$ cat src/rtl/eyearch_pkg.sv
// Shared definitions for the instruction-fetch slice.
//   ADDR_W_DEFAULT : default PROM word-address / PC width
//   DATA_W_DEFAULT : default instruction width
//   fetch_entry_t  : one prefetch FIFO entry {fetch address, instruction}
package eyearch_pkg;

    localparam int unsigned ADDR_W_DEFAULT = 16;
    localparam int unsigned DATA_W_DEFAULT = 32;

    typedef struct packed {
        logic [ADDR_W_DEFAULT-1:0] pc;
        logic [DATA_W_DEFAULT-1:0] instr;
    } fetch_entry_t;

endpackage

$ cat src/rtl/instr_fetch_if.sv
// Fetch-unit bus: PROM read port, decode handshake and branch redirect.
//   fetch_en                 : fetch allowed (1) / hold PC and drain (0)
//   prom_read/prom_addr      : PROM read strobe and word address
//   prom_instr               : PROM data, valid in the prom_read cycle
//   instr_valid/instr_ready  : head-of-FIFO handshake towards decode
//   instr_data/instr_pc      : head instruction and its fetch address
//   redirect_valid/_pc       : load new PC and flush prefetched words
// master = fetch unit, slave = PROM/decode environment.
interface instr_fetch_if
    import eyearch_pkg::*;
#(
    parameter int unsigned ADDR_W = ADDR_W_DEFAULT,
    parameter int unsigned DATA_W = DATA_W_DEFAULT
);

    logic              fetch_en;
    logic              prom_read;
    logic [ADDR_W-1:0] prom_addr;
    logic [DATA_W-1:0] prom_instr;
    logic              instr_valid;
    logic              instr_ready;
    logic [DATA_W-1:0] instr_data;
    logic [ADDR_W-1:0] instr_pc;
    logic              redirect_valid;
    logic [ADDR_W-1:0] redirect_pc;

    modport master (
        input  fetch_en,
        output prom_read, prom_addr,
        input  prom_instr,
        output instr_valid,
        input  instr_ready,
        output instr_data, instr_pc,
        input  redirect_valid, redirect_pc
    );

    modport slave (
        output fetch_en,
        input  prom_read, prom_addr,
        output prom_instr,
        input  instr_valid,
        output instr_ready,
        input  instr_data, instr_pc,
        output redirect_valid, redirect_pc
    );

endinterface

$ cat src/rtl/fetch_fifo.sv
// Prefetch FIFO of DEPTH entries with write/read pointers and an occupancy count.
//   clk, rst_n : clock, asynchronous active-low reset
//   flush      : empty the FIFO (wins over push/pop); storage is left intact
//   push, din  : write din at the tail (caller guarantees room or a same-cycle pop)
//   pop        : drop the head (caller guarantees count != 0)
//   head       : entry at the read pointer
//   count      : occupancy, 0..DEPTH
module fetch_fifo
    import eyearch_pkg::*;
#(
    parameter int unsigned DEPTH   = 4,
    parameter type         entry_t = fetch_entry_t
)(
    input  logic                       clk,
    input  logic                       rst_n,
    input  logic                       flush,
    input  logic                       push,
    input  logic                       pop,
    input  entry_t                     din,
    output entry_t                     head,
    output logic [$clog2(DEPTH+1)-1:0] count
);

    localparam int unsigned PW = $clog2(DEPTH);
    localparam int unsigned CW = $clog2(DEPTH+1);

    entry_t        mem [DEPTH];
    logic [PW-1:0] wr_ptr;
    logic [PW-1:0] rd_ptr;

    assign head = mem[rd_ptr];

    always_ff @(posedge clk or negedge rst_n) begin
        if (!rst_n) begin
            wr_ptr <= '0;
            rd_ptr <= '0;
            count  <= '0;
            for (int unsigned i = 0; i < DEPTH; i++) begin
                mem[i[PW-1:0]] <= '0;
            end
        end else if (flush) begin
            wr_ptr <= '0;
            rd_ptr <= '0;
            count  <= '0;
        end else begin
            if (push) begin
                mem[wr_ptr] <= din;
                wr_ptr      <= wr_ptr + PW'(1);
            end
            if (pop) begin
                rd_ptr <= rd_ptr + PW'(1);
            end
            unique case ({push, pop})
                2'b10:   count <= count + CW'(1);
                2'b01:   count <= count - CW'(1);
                default: count <= count;
            endcase
        end
    end

endmodule

$ cat src/rtl/instr_fetch.sv
// Instruction fetch: program counter, PROM read strobe and prefetch FIFO.
//   clk, rst_n : clock, asynchronous active-low reset
//   bus        : instr_fetch_if master (PROM port, decode handshake, redirect)
// One PROM word is read per cycle while fetching is allowed and the FIFO has
// room (or is being popped); redirect flushes the FIFO and reloads the PC.
module instr_fetch
    import eyearch_pkg::*;
#(
    parameter int unsigned       ADDR_W   = ADDR_W_DEFAULT,
    parameter int unsigned       DATA_W   = DATA_W_DEFAULT,
    parameter int unsigned       DEPTH    = 4,
    parameter logic [ADDR_W-1:0] RESET_PC = '0
)(
    input  logic          clk,
    input  logic          rst_n,
    instr_fetch_if.master bus
);

    localparam int unsigned CW = $clog2(DEPTH+1);

    typedef struct packed {
        logic [ADDR_W-1:0] pc;
        logic [DATA_W-1:0] instr;
    } entry_t;

    logic [ADDR_W-1:0] pc;
    logic              pop;
    logic              fetch;
    logic [CW-1:0]     fifo_count;
    entry_t            push_entry;
    entry_t            head;

    assign pop = bus.instr_valid & bus.instr_ready;

    // rst_n gates the strobe so no read escapes while reset is held.
    assign fetch = rst_n & bus.fetch_en & ~bus.redirect_valid
                 & ((fifo_count < CW'(DEPTH)) | pop);

    assign bus.prom_read   = fetch;
    assign bus.prom_addr   = pc;
    assign push_entry      = '{pc: pc, instr: bus.prom_instr};
    assign bus.instr_valid = (fifo_count != '0);
    assign bus.instr_data  = head.instr;
    assign bus.instr_pc    = head.pc;

    always_ff @(posedge clk or negedge rst_n) begin
        if (!rst_n) begin
            pc <= RESET_PC;
        end else if (bus.redirect_valid) begin
            pc <= bus.redirect_pc;
        end else if (fetch) begin
            pc <= pc + ADDR_W'(1);
        end
    end

    fetch_fifo #(
        .DEPTH   (DEPTH),
        .entry_t (entry_t)
    ) u_fifo (
        .clk   (clk),
        .rst_n (rst_n),
        .flush (bus.redirect_valid),
        .push  (fetch),
        .pop   (pop & ~bus.redirect_valid),
        .din   (push_entry),
        .head  (head),
        .count (fifo_count)
    );

endmodule

$ cat src/flat_wrapper.sv
// flat-port wrapper written by rule: the top's interface ports become plain ports
module instr_fetch_flat import eyearch_pkg::*;
#(
    parameter int unsigned       ADDR_W   = ADDR_W_DEFAULT,
    parameter int unsigned       DATA_W   = DATA_W_DEFAULT,
    parameter int unsigned       DEPTH    = 4,
    parameter logic [ADDR_W-1:0] RESET_PC = '0
)
  (clk, rst_n, bus_fetch_en, bus_prom_read, bus_prom_addr, bus_prom_instr, bus_instr_valid, bus_instr_ready, bus_instr_data, bus_instr_pc, bus_redirect_valid, bus_redirect_pc);
  instr_fetch_if #(.ADDR_W(ADDR_W), .DATA_W(DATA_W)) bus_i ();
  input  logic clk;
  input  logic rst_n;
  input wire logic [$bits(bus_i.fetch_en)-1:0] bus_fetch_en;
  output wire logic [$bits(bus_i.prom_read)-1:0] bus_prom_read;
  output wire logic [$bits(bus_i.prom_addr)-1:0] bus_prom_addr;
  input wire logic [$bits(bus_i.prom_instr)-1:0] bus_prom_instr;
  output wire logic [$bits(bus_i.instr_valid)-1:0] bus_instr_valid;
  input wire logic [$bits(bus_i.instr_ready)-1:0] bus_instr_ready;
  output wire logic [$bits(bus_i.instr_data)-1:0] bus_instr_data;
  output wire logic [$bits(bus_i.instr_pc)-1:0] bus_instr_pc;
  input wire logic [$bits(bus_i.redirect_valid)-1:0] bus_redirect_valid;
  input wire logic [$bits(bus_i.redirect_pc)-1:0] bus_redirect_pc;
  assign bus_i.fetch_en = bus_fetch_en;
  assign bus_prom_read = bus_i.prom_read;
  assign bus_prom_addr = bus_i.prom_addr;
  assign bus_i.prom_instr = bus_prom_instr;
  assign bus_instr_valid = bus_i.instr_valid;
  assign bus_i.instr_ready = bus_instr_ready;
  assign bus_instr_data = bus_i.instr_data;
  assign bus_instr_pc = bus_i.instr_pc;
  assign bus_i.redirect_valid = bus_redirect_valid;
  assign bus_i.redirect_pc = bus_redirect_pc;
  instr_fetch #(.ADDR_W(ADDR_W), .DATA_W(DATA_W), .DEPTH(DEPTH), .RESET_PC(RESET_PC)) u_core (.clk(clk), .rst_n(rst_n), .bus(bus_i));
endmodule
$ cat config.mk
export PLATFORM = sky130hd
export DESIGN_NAME = instr_fetch_flat
export DESIGN_NICKNAME = d
export VERILOG_FILES = /design/src/rtl/eyearch_pkg.sv /design/src/rtl/instr_fetch_if.sv /design/src/rtl/fetch_fifo.sv /design/src/rtl/instr_fetch.sv /design/src/flat_wrapper.sv
export SDC_FILE = /design/constraint.sdc
export NUM_CORES = 1
export LEC_CHECK = 0
export ABC_AREA = 1
export CAP_MARGIN = 25
export CORE_MARGIN = 3
export CORE_UTILIZATION = 60
export DETAILED_ROUTE_END_ITERATION = 8
export PLACE_DENSITY = 0.95
export SKIP_CTS_REPAIR_TIMING = 1
export SLEW_MARGIN = 5
export SYNTH_ARGS = -nofsm -noshare
export SYNTH_HDL_FRONTEND = slang
export SYNTH_SLANG_ARGS = --single-unit
$ cat constraint.sdc
create_clock -name clk -period 5.1 [get_ports clk]
set_clock_uncertainty 0.15 [all_clocks]
set_input_delay 1.53 -clock clk [delete_from_list [all_inputs] [get_ports clk]]
set_output_delay 1.53 -clock clk [all_outputs]
set_load 0.03 [all_outputs]
-- Word-level counts from Yosys, hierarchy flattened
Cells that the tools add are included.
- bits in registers: 215
- input bits: 53
- output and inout bits: 66
- word-level logic and storage cells: 52
- add/subtract/negate cells: 5
- magnitude comparators: 4
- equal/unequal tests: 2
- mux-type cells: 14
- bitwise logic cells: 9
- reduce and logical (&&, ||, !) cells: 6
- operators by type and width (kind ; count):
    192-bit bitwise mux ; 1
    48-bit two-way mux ; 3
    48-bit binary-select mux with 2-bit select ; 1
    48-bit demux with 2-bit select ; 1
    16-bit two-way mux ; 2
    16-bit by 1-bit adder with 16-bit output, second input constant ; 1
    2-bit two-way mux ; 4
    3-bit greater-or-equal comparator, second input constant ; 2
    2-bit NOT with 3-bit output ; 2
    3-bit case mux with 2 select lines ; 1
    3-bit nonzero test ; 2
    1-bit bitwise AND ; 5
    2-bit by 1-bit adder with 2-bit output, second input constant ; 2
    2-bit nonzero test ; 2
    3-bit by 1-bit adder with 3-bit output, second input constant ; 1
    3-bit by 1-bit less-than comparator with 1-bit output, second input constant ; 1
    3-bit less-than comparator, second input constant ; 1
    3-bit two-way mux ; 1
    3-bit by 1-bit subtractor with 3-bit output, second input constant ; 1
    2-bit by 1-bit == test with 1-bit output, second input constant ; 1
    2-bit == test, second input constant ; 1
    2-bit AND reduction ; 1
    1-bit logical AND ; 1
    1-bit NOT ; 1
    1-bit bitwise OR ; 1

-- Depth between registers and ports, before layout
- word-level depth: 7
- mapped depth: 11
- mapped depth without buffers: 11

-- Modules after synthesis
From an unflattened synthesis, not the netlist that was laid out.
- cell total of the unflattened synthesis: 1163
- area, all modules: 9912.0 µm²
- by module, submodules not included (module ; times used ; cells each ; area each (µm²) ; seq. area each (µm²)):
    fetch_fifo ; 1 ; 991 ; 8732.1 ; 4979.8
    instr_fetch ; 1 ; 172 ; 1179.9 ; 400.4

-- Least setup slack after synthesis
OpenSTA, ideal clock, no wires.
- kind: input -> output
- start: input bus_redirect_valid
- end: output bus_prom_read
- data arrival time: 2.265 ns
- required time: 3.420 ns
- path slack: 1.155 ns
- cell stages on the path: 5
- path buffers: 2
- path through: buf_6 inv_2 nand3_4 nor2_8 buf_2
- word-level cells in the longest chain between the ends: 3
- ends and longest elaborated chain (item ; line ; text):
    start, declared ; flat_wrapper.sv:21 ; input wire logic [$bits(bus_i.redirect_valid)-1:0] bus_redirect_valid;
    1-bit NOT (no source line) ; n/a ;
    1-bit bitwise AND ; instr_fetch.sv:36 ; assign fetch = rst_n & bus.fetch_en & ~bus.redirect_valid
    1-bit bitwise AND ; instr_fetch.sv:37 ; & ((fifo_count < CW'(DEPTH)) | pop);
    end, declared ; flat_wrapper.sv:14 ; output wire logic [$bits(bus_i.prom_read)-1:0] bus_prom_read;
Every way passes these cells.

-- Worst setup path in the final report
- start: register u_core.u_fifo.rd_ptr[0]
- end: output bus_instr_data[8]
- word-level cells in the longest chain between the ends: 4
- ends and longest elaborated chain (item ; line ; text):
    start, declared ; fetch_fifo.sv:29 ; logic [PW-1:0] rd_ptr;
    start signal, assigned ; fetch_fifo.sv:51 ; rd_ptr <= rd_ptr + PW'(1);
    2-bit NOT with 3-bit output (not written as such) ; fetch_fifo.sv:31 ; assign head = mem[rd_ptr];
    48-bit binary-select mux with 2-bit select ; fetch_fifo.sv:31 ;
    48-bit two-way mux (not written as such) (2 in series) ; fetch_fifo.sv:31 ;
    end, declared ; flat_wrapper.sv:19 ; output wire logic [$bits(bus_i.instr_data)-1:0] bus_instr_data;
Every way passes these cells. The select of a mux whose other input is x is not followed.

==> impl_metrics.yaml <==
clocking:
  cts_tree: "built"
  clock_sinks: 215
  clock_transition_at_the_registers_of_the_reported_paths_ns: 0.06
  htree_levels: 1
  insertion_delay_ns: 0.51
  clock_root_buffer: "sky130_fd_sc_hd__clkbuf_16"
  ctsLongestPathBuffers: 3
  cts_made_buffers: 23
setup_path:
  critPathCaptureType: "output port"
  worst_r2r_startpoint: "u_core.u_fifo.count[2]$_DFFE_PN0P_"
  worst-setup-path-type: "reg2out"
  critical_path_required_ns: 3.42
  cp-start-kind: "register"
  crit_arrival_ns: 2.96
  startpoint: "u_core.u_fifo.rd_ptr[0]$_DFFE_PN0P_"
  worst_path_maximum_fanout: 97
final_layout:
  design.final.nets: 1291
  finish.utilization: 0.7402
  final_design_area_no_fill_sq_um: 11800
  final-seq-area_sq_um: 5381
  multi_input_area_sq_um: 3695
  drive_gt1_frac: 0.05538
  flow.area_growth_from_synthesis_pct: 20.45
  antenna-diode-count: 0
  final-instance-count-excl-fill: 1462
  fillers: 1057
synthesis:
  synthFlopType: "sky130_fd_sc_hd__dfrtp_1"
  synthDominantAreaCellType: "sky130_fd_sc_hd__dfrtp_1"
  postSynthRegisterBits: 215
  synth.yosys.seq_area_share: 0.5492
  number_of_instances_in_the_synthesized_netlist: 1152
  synthesis.area_sq_um: 9797
  post-synth-top-count-cell: "sky130_fd_sc_hd__nand2_1"
  synth.avg_cell_area_sq_um: 8.504
  synth_nets: 1211
  ys_top_cells_by_count: "272 x sky130_fd_sc_hd__nand2_1, 215 x sky130_fd_sc_hd__dfrtp_1, 163 x sky130_fd_sc_hd__o21ai_1"
  yosys-top-cells-area: "sky130_fd_sc_hd__dfrtp_1 55%, sky130_fd_sc_hd__nand2_1 10%, sky130_fd_sc_hd__o21ai_1 8.3%"
  share_of_synthesized_registers_carrying_an_async_set_or_reset: 1.000
  synth_cell_types: 29
  synth_largest_type_area_fraction: 0.5492
  ys_warn_count: 0
  synth-edff-count: 0
routing:
  drt_pre_antenna_iters: 5
  drt.antenna.violating_nets: 0
  drt_iter0_markers: 1053
  remaining_drc_errors: 0
  routed_via_density: 6.012
  route.detailed.wl_per_inst_um: 17.00
  via_count: 8789
  finalWirelength_um: 24860
global_route:
  first_pass_grt_wire_length_um: 41120
  antenna_found_initial: 0
  grt_overflow_total: 0
  globalRouteTotalUtil: 0.2753
  first_global_vias: 8480
  grt_start_max_net_pins: 98
pwr:
  power.density_nw_per_um2: 552.2
  ir_drop_v: 0.0003545
  power.leakage_nw: 5.568
timing:
  timing_hold_violations_final: 0
  setup_viol: 0
  final.setup.tns_ns: 0
  timing.final.crit_share: 0.9093
  rsz_0062_raised_after_global_routing: "no"
  maxSlewHeadroom: 0.3140
  layout_min_cycle_time_ns: 4.637
  drv_slew: 0
  timing.fmax_mhz: 215.6
  worstMarginPinSlew_ns: 1.029
flow_run:
  maxCapViolCount: 0
floorplanning:
  core_area_sq_um: 15940
  initial_core_util: 0.6145
  die_width_um: 133.8
  floorplan.die.height_um: 133.8
  num_io_pins: 119
  placementRows: 46
  fp.dieArea_sq_um: 17900
min_path:
  hold_class: "reg2reg"
  worstHoldStart: "u_core.u_fifo.mem[189]$_DFFE_PN0P_"
placed_design:
  post_dp_cell_area_sq_um: 10940
  estimated_wirelength_of_the_detail_placed_design_um: 13870
  finalWeightedCongestion: 0.9248
  dp.cells: 1420
  io_buffer_count: 118
status:
  outcome: "complete, no violations"
[layer usage]
| layer | vias up | track usage | routed length, um |
|---|---|---|---|
| met1 | 4210 | 0.3831 | 9859 |
| met5 | - | 0 | 0 |
| met3 | 72 | 0.04689 | 2269 |
| li1 | 3982 | - | - |
| met4 | 0 | 0.08171 | 542 |
| met2 | 525 | 0.4514 | 12190 |
[cell families (layout without fill, tap and decap cells)]
kind of cell    after synthesis  after routing  synth area share
compound gates              365            365            0.1946
xor+xnor                      4              4          0.003577
fa+ha+maj                     6              6          0.008429
buf+inv                     144            238           0.07369
flops                       215            215            0.5492
simple gates                418            418            0.1705
[cells in the final DEF, fill, tap and decap left out, types with 4 or more instances in the layout]
master / synthesis / final
sky130_fd_sc_hd__nand2_1: 272 / 272
sky130_fd_sc_hd__o21ai_1: 163 / 163
sky130_fd_sc_hd__nand3_1: 18 / 18
sky130_fd_sc_hd__inv_1: 65 / 65
sky130_fd_sc_hd__buf_4: 1 / 10
sky130_fd_sc_hd__clkbuf_16: 0 / 23
sky130_fd_sc_hd__a21oi_1: 5 / 5
sky130_fd_sc_hd__o21ai_0: 141 / 141
sky130_fd_sc_hd__nand2_4: 4 / 4
sky130_fd_sc_hd__o22ai_1: 48 / 48
sky130_fd_sc_hd__clkbuf_8: 0 / 7
sky130_fd_sc_hd__nand4_1: 4 / 4
sky130_fd_sc_hd__nor2_1: 116 / 116
sky130_fd_sc_hd__ha_1: 5 / 5
sky130_fd_sc_hd__buf_12: 0 / 9
sky130_fd_sc_hd__dfrtp_1: 215 / 214
sky130_fd_sc_hd__clkdlybuf4s50_1: 0 / 109
[worst paths after layout]
check	end	slack, ns	cells after the start
hold reg to reg	u_core.u_fifo.mem[189]$_DFFE_PN0P_	0.34	2
setup / recovery	bus_instr_data[8]	0.46	4
min in group asynchronous	u_core.u_fifo.mem[153]$_DFFE_PN0P_	0.80	1
setup reg to reg	u_core.u_fifo.count[2]$_DFFE_PN0P_	2.72	10
hold / removal	u_core.u_fifo.mem[189]$_DFFE_PN0P_	0.34	2
max in group asynchronous	u_core.u_fifo.rd_ptr[0]$_DFFE_PN0P_	2.27	3
[final cells by class]
cell class	instances	area share
tap	216	0.02290
timing repair buffer	131	0.1199
sequential	215	0.4560
multi-input combinational	793	0.3131
clock inverter	7	0.009649
clock buffer	32	0.05673
inverter	68	0.02163
[power breakdown]
group / internal [W] / total, W / switching, W
clock network: 0.00106 / 0.00172 / 0.000656
registers: 0.00210 / 0.00234 / 0.000241
logic: 0.000964 / 0.00246 / 0.00149
[through the flow]
step                      worst slack [ns]  hold WS [ns]  total power (W)
after floorplan                      1.155        0.2978         0.003780
after global placement              0.8949        0.3106         0.004677
after detailed placement            0.8817        0.3230         0.004756
after CTS                           0.5283        0.3370         0.006517
after global routing                0.3835        0.3492         0.006834
final                               0.4626        0.3366         0.006516
[worst max-delay path, cell delays in order, from the launching register on]
cell and delay (ns):
sky130_fd_sc_hd__dfrtp_2 0.37, sky130_fd_sc_hd__buf_4 0.77, sky130_fd_sc_hd__o21ai_0 0.32, sky130_fd_sc_hd__o22ai_1 0.25
sky130_fd_sc_hd__clkdlybuf4s50_1 0.71
[state kept, by name, summed over array words and instances, names as in the netlist]
register	count
u_core.u_fifo.mem	192
u_core.u_fifo.rd_ptr	2
u_core.u_fifo.wr_ptr	2
u_core.u_fifo.count	3
u_core.bus.prom_addr	16
Power figures use the tool's default switching activity.
